### config.mk
export PLATFORM = sky130hd
export DESIGN_NAME = aes_inv_shiftrows_buffer_flat
export DESIGN_NICKNAME = d
export VERILOG_FILES = /design/src/rtl/aes_inv_shiftrows_buffer_if.sv /design/src/rtl/aes_inv_shiftrows_buffer.sv /design/src/flat_wrapper.sv
export SDC_FILE = /design/constraint.sdc
export NUM_CORES = 1
export LEC_CHECK = 0
export CORE_MARGIN = 3
export CORE_UTILIZATION = 56
export CTS_CLUSTER_DIAMETER = 100
export CTS_CLUSTER_SIZE = 24
export DETAILED_ROUTE_END_ITERATION = 12
export PLACE_DENSITY = 0.79
export REMOVE_ABC_BUFFERS = 1
export SYNTH_ARGS = -nofsm -noshare
export SYNTH_HDL_FRONTEND = slang
export SYNTH_SLANG_ARGS = --single-unit
export TNS_END_PERCENT = 10
### constraint.sdc
create_clock -name clk -period 2.4 [get_ports clk]
set_input_delay 0.24 -clock clk [delete_from_list [all_inputs] [get_ports clk]]
set_output_delay 0.24 -clock clk [all_outputs]
set_load 0.03 [all_outputs]
### src/rtl/aes_inv_shiftrows_buffer_if.sv
// Byte-stream handshake bundle between the block collector and its neighbours.
// The master side supplies input bytes and output backpressure.
interface aes_inv_shiftrows_buffer_if;
   logic [7:0] in_data;
   logic       in_valid;
   logic       in_ready;
   logic [7:0] out_data;
   logic       out_valid;
   logic       out_ready;
   logic       out_last;

   modport master (
      output in_data, in_valid, out_ready,
      input  in_ready, out_data, out_valid, out_last
   );

   modport slave (
      input  in_data, in_valid, out_ready,
      output in_ready, out_data, out_valid, out_last
   );
endinterface

### src/rtl/aes_inv_shiftrows_buffer.sv
// Ping-pong 16-byte block buffer that re-emits each AES state in (Inv)ShiftRows
// order, one byte per cycle, ahead of the inverse S-box.
module aes_inv_shiftrows_buffer #(
   parameter bit INVERSE = 1'b1
) (
   input logic                         clk,
   input logic                         rst,
   input logic                         clear,
   aes_inv_shiftrows_buffer_if.slave   bus
);
   localparam int unsigned DATA_W = 8;
   localparam int unsigned DEPTH  = 16;
   localparam int unsigned CNT_W  = 4;
   localparam int unsigned BANKS  = 2;

   logic [BANKS-1:0]  full;
   logic [BANKS-1:0]  full_nxt;
   logic              wr_sel;
   logic              rd_sel;
   logic [CNT_W-1:0]  wr_cnt;
   logic [CNT_W-1:0]  rd_cnt;
   logic [DATA_W-1:0] bank [BANKS][DEPTH];

   logic              wr_fire;
   logic              rd_fire;
   logic              wr_last;
   logic              rd_last;
   logic [1:0]        rd_row;
   logic [1:0]        rd_col;
   logic [1:0]        src_col;
   logic [CNT_W-1:0]  src_idx;

   // Handshake status depends only on registered flags and selects.
   assign bus.in_ready  = ~full[wr_sel];
   assign bus.out_valid = full[rd_sel];

   assign wr_fire = bus.in_valid & ~full[wr_sel];
   assign rd_fire = full[rd_sel] & bus.out_ready;
   assign wr_last = (wr_cnt == CNT_W'(DEPTH - 1));
   assign rd_last = (rd_cnt == CNT_W'(DEPTH - 1));

   // Output byte k sits at row k[1:0], column k[3:2]; fetch it from the rotated column.
   assign rd_row  = rd_cnt[1:0];
   assign rd_col  = rd_cnt[3:2];
   assign src_col = INVERSE ? 2'(rd_col - rd_row) : 2'(rd_col + rd_row);
   assign src_idx = {src_col, rd_row};

   assign bus.out_data = full[rd_sel] ? bank[rd_sel][src_idx] : DATA_W'(0);
   assign bus.out_last = full[rd_sel] & rd_last;

   // Fill of one bank and drain of the other never target the same flag.
   always_comb begin
      full_nxt = full;
      if (wr_fire && wr_last) full_nxt[wr_sel] = 1'b1;
      if (rd_fire && rd_last) full_nxt[rd_sel] = 1'b0;
   end

   always_ff @(posedge clk or posedge rst) begin
      if (rst) begin
         full   <= '0;
         wr_sel <= 1'b0;
         rd_sel <= 1'b0;
         wr_cnt <= '0;
         rd_cnt <= '0;
      end else if (clear) begin
         full   <= '0;
         wr_sel <= 1'b0;
         rd_sel <= 1'b0;
         wr_cnt <= '0;
         rd_cnt <= '0;
      end else begin
         full <= full_nxt;
         if (wr_fire) begin
            wr_cnt <= wr_cnt + CNT_W'(1);
            if (wr_last) wr_sel <= ~wr_sel;
         end
         if (rd_fire) begin
            rd_cnt <= rd_cnt + CNT_W'(1);
            if (rd_last) rd_sel <= ~rd_sel;
         end
      end
   end

   // Bank storage carries no reset; contents are only observed once a flag is set.
   always_ff @(posedge clk) begin
      if (wr_fire && !clear) bank[wr_sel][wr_cnt] <= bus.in_data;
   end
endmodule

### src/flat_wrapper.sv
// flat-port wrapper written by rule: the top's interface ports become plain ports
module aes_inv_shiftrows_buffer_flat 
#(
   parameter bit INVERSE = 1'b1
)
  (clk, rst, clear, bus_in_data, bus_in_valid, bus_out_ready, bus_in_ready, bus_out_data, bus_out_valid, bus_out_last);
  aes_inv_shiftrows_buffer_if bus_i ();
  input logic clk;
  input logic rst;
  input logic clear;
  input wire logic [$bits(bus_i.in_data)-1:0] bus_in_data;
  input wire logic [$bits(bus_i.in_valid)-1:0] bus_in_valid;
  input wire logic [$bits(bus_i.out_ready)-1:0] bus_out_ready;
  output wire logic [$bits(bus_i.in_ready)-1:0] bus_in_ready;
  output wire logic [$bits(bus_i.out_data)-1:0] bus_out_data;
  output wire logic [$bits(bus_i.out_valid)-1:0] bus_out_valid;
  output wire logic [$bits(bus_i.out_last)-1:0] bus_out_last;
  assign bus_i.in_data = bus_in_data;
  assign bus_i.in_valid = bus_in_valid;
  assign bus_i.out_ready = bus_out_ready;
  assign bus_in_ready = bus_i.in_ready;
  assign bus_out_data = bus_i.out_data;
  assign bus_out_valid = bus_i.out_valid;
  assign bus_out_last = bus_i.out_last;
  aes_inv_shiftrows_buffer #(.INVERSE(INVERSE)) u_core (.clk(clk), .rst(rst), .clear(clear), .bus(bus_i));
endmodule
==> run metrics, run 1 <==
Initial DRC Count=723; Min Hold Slack=0.0514 ns; dpl cell area=12000 sq um; # rows=50; Psw=1.53 mW; Vias per Instance=6.34; total negative slack=-3.78 ns; Rel. slew slack=64.3%; DIE WIDTH=145 um; Routed Wire Length=24000 um; nets=690; htree depth=1; DR WL/cell=25.5 um; most frequent cell after synthesis=edfxtp_1; DIE HEIGHT=145 um; Area contributors post-synth=edfxtp_1 71%, mux4_2 9.3%, dfrtp_1 2.8%; max-slew violation count=0; gr usage total=22.4%; CP Class=flip-flop to output port; Area Overhead vs Synth=16.7%; min Tclk post-route=2.92 ns; Reg power frac=64.8%; DRC=0; RR Startpoint=u_core.full[1]$_DFF_PP0_; CP arrival=2.68 ns; Power Dens Cells=625 nW/um^2; unrepaired setup endpoints after global routing=true; Yosys cell types=49; worst path required time=2.16 ns; routability-driven placement congestion ratio=0.936; vias in the first global route=5980; cell internal pwr=6.40 mW; FFs w/ async S/R, synth=4.48%; overall power=7.93 mW; Boundary Pins=24; worst r2r dst=u_core.bank[0][17]$_DFFE_PP_; Util after Layout=67.2%; CORE AREA=18900 sq um; Worst VDD drop=0.681 mV; gr ovfl total=0; Startpoint Class=flip-flop; syn_area_per_cell=19.0 sq um; Non-Filler Instances=941; die area=21100 sq um; final setup fails=8; Max Root-Sink Buffers=3; Final Skew=0.0220 ns; CTS Buf Count=15; Critical Path End=bus_out_data[3]; Cells after Synth=572; Max Fclk=343 MHz; status=finished, violations left; initial antenna violation count=1; Sw Share=19.3%; R2R Setup Slk=0.03 ns; Syn. warnings=0; port bufs=23; share of post-route cells with drive strength above 1=29.9%; Clock Sinks=268; flops & latches, synth=268; Synth Cell Area=10900 sq um; leading area contributor after synthesis=edfxtp_1; crit-path max FO=7; antenna-violating nets left=0; largest net degree at the start of global routing=33; Place WS=-0.159 ns; Logic pwr share=2.3%; Root Driver=clkbuf_16; worst r2r path cells=5; clk_lat worst skew=0.50 ns; Post-synth top cells=256 x edfxtp_1, 45 x mux4_2, 45 x nor2_1; first-pass GRT wire length=36100 um; Hold Path Class=input pin to asynchronous set/reset pin; drt pass-1 iters=5; post-DP HPWL=15600 um; CTS tree=built; placed insts=907; clock power share=32.9%; Initial Util=57.6%; cell area after layout=12700 sq um; Top FF cell, synth=edfxtp_1; Final Worst Setup Slack=-0.520 ns; Yosys top cell area share=70.7%; Max-cap violations=0; Final Cycle Share=122%; Worst-Margin Slew=0.534 ns; failing checks=setup timing; P_leak=4.03 nW; EDFF count, synth=256; post-synthesis sequential area ratio=73.4%; vias=5963; Worst setup startpoint=u_core.rd_sel$_DFFE_PP0P_; final hold violation count=0; Clk pin slew, worst setup/hold paths=0.09 ns; Critical Path Sink Type=output port
[registers in the layout (all words and copies together), names as in the netlist]
name           flops
u_core.wr_cnt      4
u_core.bank      256
u_core.rd_sel      1
u_core.full        2
u_core.wr_sel      1
u_core.rd_cnt      4
[critical path: stages, from the launching register on]
cell and delay, ns:
dfrtp_4 0.57, buf_12 0.17, buf_4 0.15, buf_4 0.17
mux2i_1 0.27, a221o_1 0.23, a31oi_2 0.11, o2bb2a_1 0.33
buf_4 0.18
[cell families after synthesis]
family,share of synthesized area (%)
adders and majority gates,0.690
and+or+nand+nor,5.09
muxes,14.2
xor gates and xnor gates,1.10
AOI/OAI and AO/OA,3.30
DFF,73.4
buffers and inverters,2.21
[how the worst min path moves through the flow]
stage,startpoint,to,slack [ns],depth (start not counted)
floorplan,rst,u_core.full[0]$_DFF_PP0_,0.10,1
global placement,rst,u_core.wr_cnt[2]$_DFFE_PP0P_,0.57,2
detailed placement,u_core.wr_cnt[1]$_DFFE_PP0P_,u_core.wr_cnt[1]$_DFFE_PP0P_,0.58,2
CTS,rst,u_core.wr_cnt[3]$_DFFE_PP0P_,0.05,2
global route,rst,u_core.wr_cnt[3]$_DFFE_PP0P_,0.08,2
finish,rst,u_core.wr_cnt[3]$_DFFE_PP0P_,0.05,2
[cell usage in the layout, fill, tap and decap left out, types with 5 or more instances in the layout]
cell / count
clkdlybuf4s50_1: 13
inv_1: 8
nand4_1: 8
mux4_2: 50
clkbuf_16: 17
clkbuf_1: 9
xnor2_1: 5
buf_4: 79
a22oi_1: 11
nand3b_1: 6
ha_1: 5
xor2_1: 6
edfxtp_1: 256
nand3_1: 14
nand2_1: 15
dfrtp_1: 10
mux2i_1: 22
or3_1: 5
nor2_1: 43
buf_12: 13
buf_6: 5
nor3_1: 7
[area by class of cell]
cell class / count / area [sq um]
multi-input cells: 263 / 2790
clock buffers: 24 / 409
well taps: 260 / 325
fillers: 1221 / 6200
flip-flops and latches: 268 / 7990
clock inverters: 2 / 28.8
inverters: 9 / 33.8
repair buffers: 114 / 1120
diodes: 1 / 2.50
[layer usage]
| layer | track usage [%] | up-vias | wire, um |
|---|---|---|---|
| met1 | 31.7 | 3065 | 9470 |
| met3 | 3.24 | 72 | 1850 |
| met2 | 37.2 | 313 | 11800 |
| li1 | - | 2513 | - |
| met5 | 0 | - | 0 |
| met4 | 6.60 | 0 | 857 |
[repair_timing]
action | in CTS | in global routing
gates resized for setup | 20 | 28
setup endpoints to repair | 9 | 31
hold endpoints to repair | 0 | 0
hold buffers | 0 | 0
pin swaps | 4 | 7
cloned | 0 | 3
setup buffers | 0 | 5
[power by group through the flow]
| stage | Clock [mW] | Combinational, mW | Sequential [mW] |
|---|---|---|---|
| CTS | 2.65 | 0.180 | 5.14 |
| finish | 2.61 | 0.180 | 5.14 |
| global placement | 0 | 0.165 | 5.24 |
| floorplan | 0 | 0.0438 | 5.24 |
| global route | 2.81 | 0.194 | 5.14 |
| detailed placement | 0 | 0.178 | 5.25 |
Power figures use the tool's default switching activity.
==> inputs of run 2 (changes only) <==
==> constraint.sdc (replaced) <==
create_clock -name clk -period 2.4 [get_ports clk]
set_input_delay 0.48 -clock clk [delete_from_list [all_inputs] [get_ports clk]]
set_output_delay 0.48 -clock clk [all_outputs]
set_load 0.03 [all_outputs]
==> run metrics, run 2 (same netlist as run 1, synthesis figures left out) <==
status=finished, violations left; share of post-route cells with drive strength above 1=34.7% (+4.8 points); routability-driven placement congestion ratio=0.899 (-3.9%); Most flops, register=u_core.bank; commonest cells after routing, fill and taps aside=256 x edfxtp_1, 105 x buf_4, 51 x mux4_2; Initial Util=57.6% (unchanged); largest net degree at the start of global routing=33 (unchanged); CP Class=flip-flop to output port; max-slew violation count=0 (unchanged); CTS Buf Count=15 (unchanged); Routed Wire Length=26000 um (+8.5%); post-DP HPWL=16200 um (+3.5%); Area Overhead vs Synth=20.7%; overall power=7.95 mW (+0.24%); first-pass GRT wire length=39300 um (+8.8%); failing checks=setup timing; n_diodes=0 (-1); htree depth=1 (unchanged); FILL cells=1187 (-2.8%); crit-path max FO=14 (+7); Startpoint Class=flip-flop; Final Skew=0.0260 ns (+0.00403 ns); placed insts=929 (+2.4%); gr ovfl total=0 (unchanged); antenna-violating nets left=0 (unchanged); port bufs=23 (unchanged); min Tclk post-route=3.10 ns (+0.181 ns); final setup fails=10 (+2); clock power share=33.0% (about the same); vias in the first global route=6291 (+5.2%); Critical Path Sink Type=output port; cell internal pwr=6.40 mW (about the same); number of flip-flops in the largest register=256 (unchanged); unrepaired setup endpoints after global routing=true; total negative slack=-5.62 ns (-1.83 ns); die area=21100 sq um (unchanged); vias=6149 (+3.1%); final hold violation count=0 (unchanged); Final Cycle Share=129% (+7.5 points); gr usage total=24.6% (+2.2 points); Final Worst Setup Slack=-0.700 ns (-0.181 ns); CP arrival=2.62 ns (-0.06 ns); Root Driver=clkbuf_16; nets=723 (+4.8%); # rows=50 (unchanged); Util after Layout=69.5% (+2.3 points); Power Dens Cells=605 nW/um^2 (-3.1%); Vias per Instance=6.33 (-0.17%); Reg power frac=64.7% (about the same); Min Hold Slack=0.299 ns (+0.248 ns); Initial DRC Count=725 (+0.28%); Clk pin slew, worst setup/hold paths=0.09 ns (about the same); dpl cell area=12200 sq um (+1.7%); Logic pwr share=2.3% (about the same); Sw Share=19.5% (+0.23 points); Worst-Margin Slew=0.515 ns (-0.0197 ns); Non-Filler Instances=972 (+3.3%); Hold Path Class=input pin to asynchronous set/reset pin; worst path required time=1.92 ns (-0.24 ns); area of the multi-input gates=2900 sq um (+3.9%); P_leak=4.25 nW (+5.3%); clk_lat worst skew=0.48 ns (-0.02 ns); biggest regs=u_core.bank (256), u_core.rd_cnt (4), u_core.wr_cnt (4); Boundary Pins=24 (unchanged); DIE WIDTH=145 um (unchanged); Psw=1.55 mW (+1.4%); most common cell after layout, fill and taps aside=edfxtp_1; Max Root-Sink Buffers=3 (unchanged); Worst VDD drop=0.677 mV (-0.53%); cell area after layout=13100 sq um (+3.5%); CORE AREA=18900 sq um (unchanged); FF+latch area=7990 sq um (unchanged); DRC=0 (unchanged); Max-cap violations=0 (unchanged); Place WS=-0.305 ns (-0.146 ns); Rel. slew slack=65.6% (+1.3 points); initial antenna violation count=0 (-1); Max Fclk=323 MHz (-5.8%); DR WL/cell=26.8 um (+5.0%); DIE HEIGHT=145 um (unchanged); CTS tree=built; drt pass-1 iters=5 (unchanged); Clock Sinks=268 (unchanged)
run 2: cell count changes in the layout (fill, tap and decap cells not counted), sizes merged:
cell           delta
clkdlybuf4s50     -1
clkdlybuf4s15     -1
dlygate4sd2       +1
buf              +36
diode             -1
clkbuf            -2
inv               -1
run 2: path summary, 6_finish.rpt:
| check | start | end | slack [ns] | cells past startpoint |
|---|---|---|---|---|
| min in group clk | u_core.wr_cnt[1]$_DFFE_PP0P_ | u_core.wr_cnt[1]$_DFFE_PP0P_ | 0.60 | 2 |
| worst min-delay path | rst | u_core.full[0]$_DFF_PP0_ | 0.30 | 2 |
| max in group asynchronous | rst | u_core.rd_sel$_DFFE_PP0P_ | 1.75 | 2 |
| worst max register to register | u_core.full[1]$_DFF_PP0_ | u_core.bank[0][25]$_DFFE_PP_ | 0.25 | 6 |
| worst min register to register | u_core.wr_cnt[1]$_DFFE_PP0P_ | u_core.wr_cnt[1]$_DFFE_PP0P_ | 0.60 | 2 |
| worst max-delay path | u_core.rd_cnt[0]$_DFFE_PP0P_ | bus_out_data[5] | -0.70 | 8 |
run 2: final cells by class:
cell class	instances	area share, %
Tap cell	260	2.48
Multi-Input combinational cell	263	22.1
Sequential cell	268	60.8
Clock inverter	1	0.152
Clock buffer	24	3.11
Inverter	9	0.257
Timing Repair Buffer	147	11.1
run 2: power groups by stage:
stage / clock network (mW) / registers [mW] / logic, mW
after floorplan: 0 / 5.24 / 0.0438
after global placement: 0 / 5.24 / 0.169
after detailed placement: 0 / 5.25 / 0.183
after CTS: 2.64 / 5.14 / 0.187
after global routing: 2.81 / 5.14 / 0.200
final: 2.62 / 5.14 / 0.186
run 2: repair_timing:
item	4_1_cts	5_1_grt
pin swaps	15	6
cloned	4	0
resized for setup	54	16
setup endpoints to repair	11	10
hold buffers	0	0
buffers inserted	13	1
run 2: metal layers:
layer  track usage, %  part of all wire (%)
met1             33.2                    37
met2             41.9                    51
met3             4.45                   8.8
met4             7.03                   3.1
met5                0                     0
run 2: critical path: stages, from the launching register on:
cell     delay [ns]
dfrtp_2        0.37
buf_4          0.14
buf_4          0.26
nor2b_1        0.42
a22oi_1        0.19
a31oi_2        0.31
o32ai_4        0.15
buf_4          0.16
buf_12         0.13
==> inputs of run 3 (changes only) <==
GPL_ROUTABILITY_DRIVEN = 0   (was unset)
==> results of run 3 <==
Final layout, timing and power as in run 2 (identical DEF).
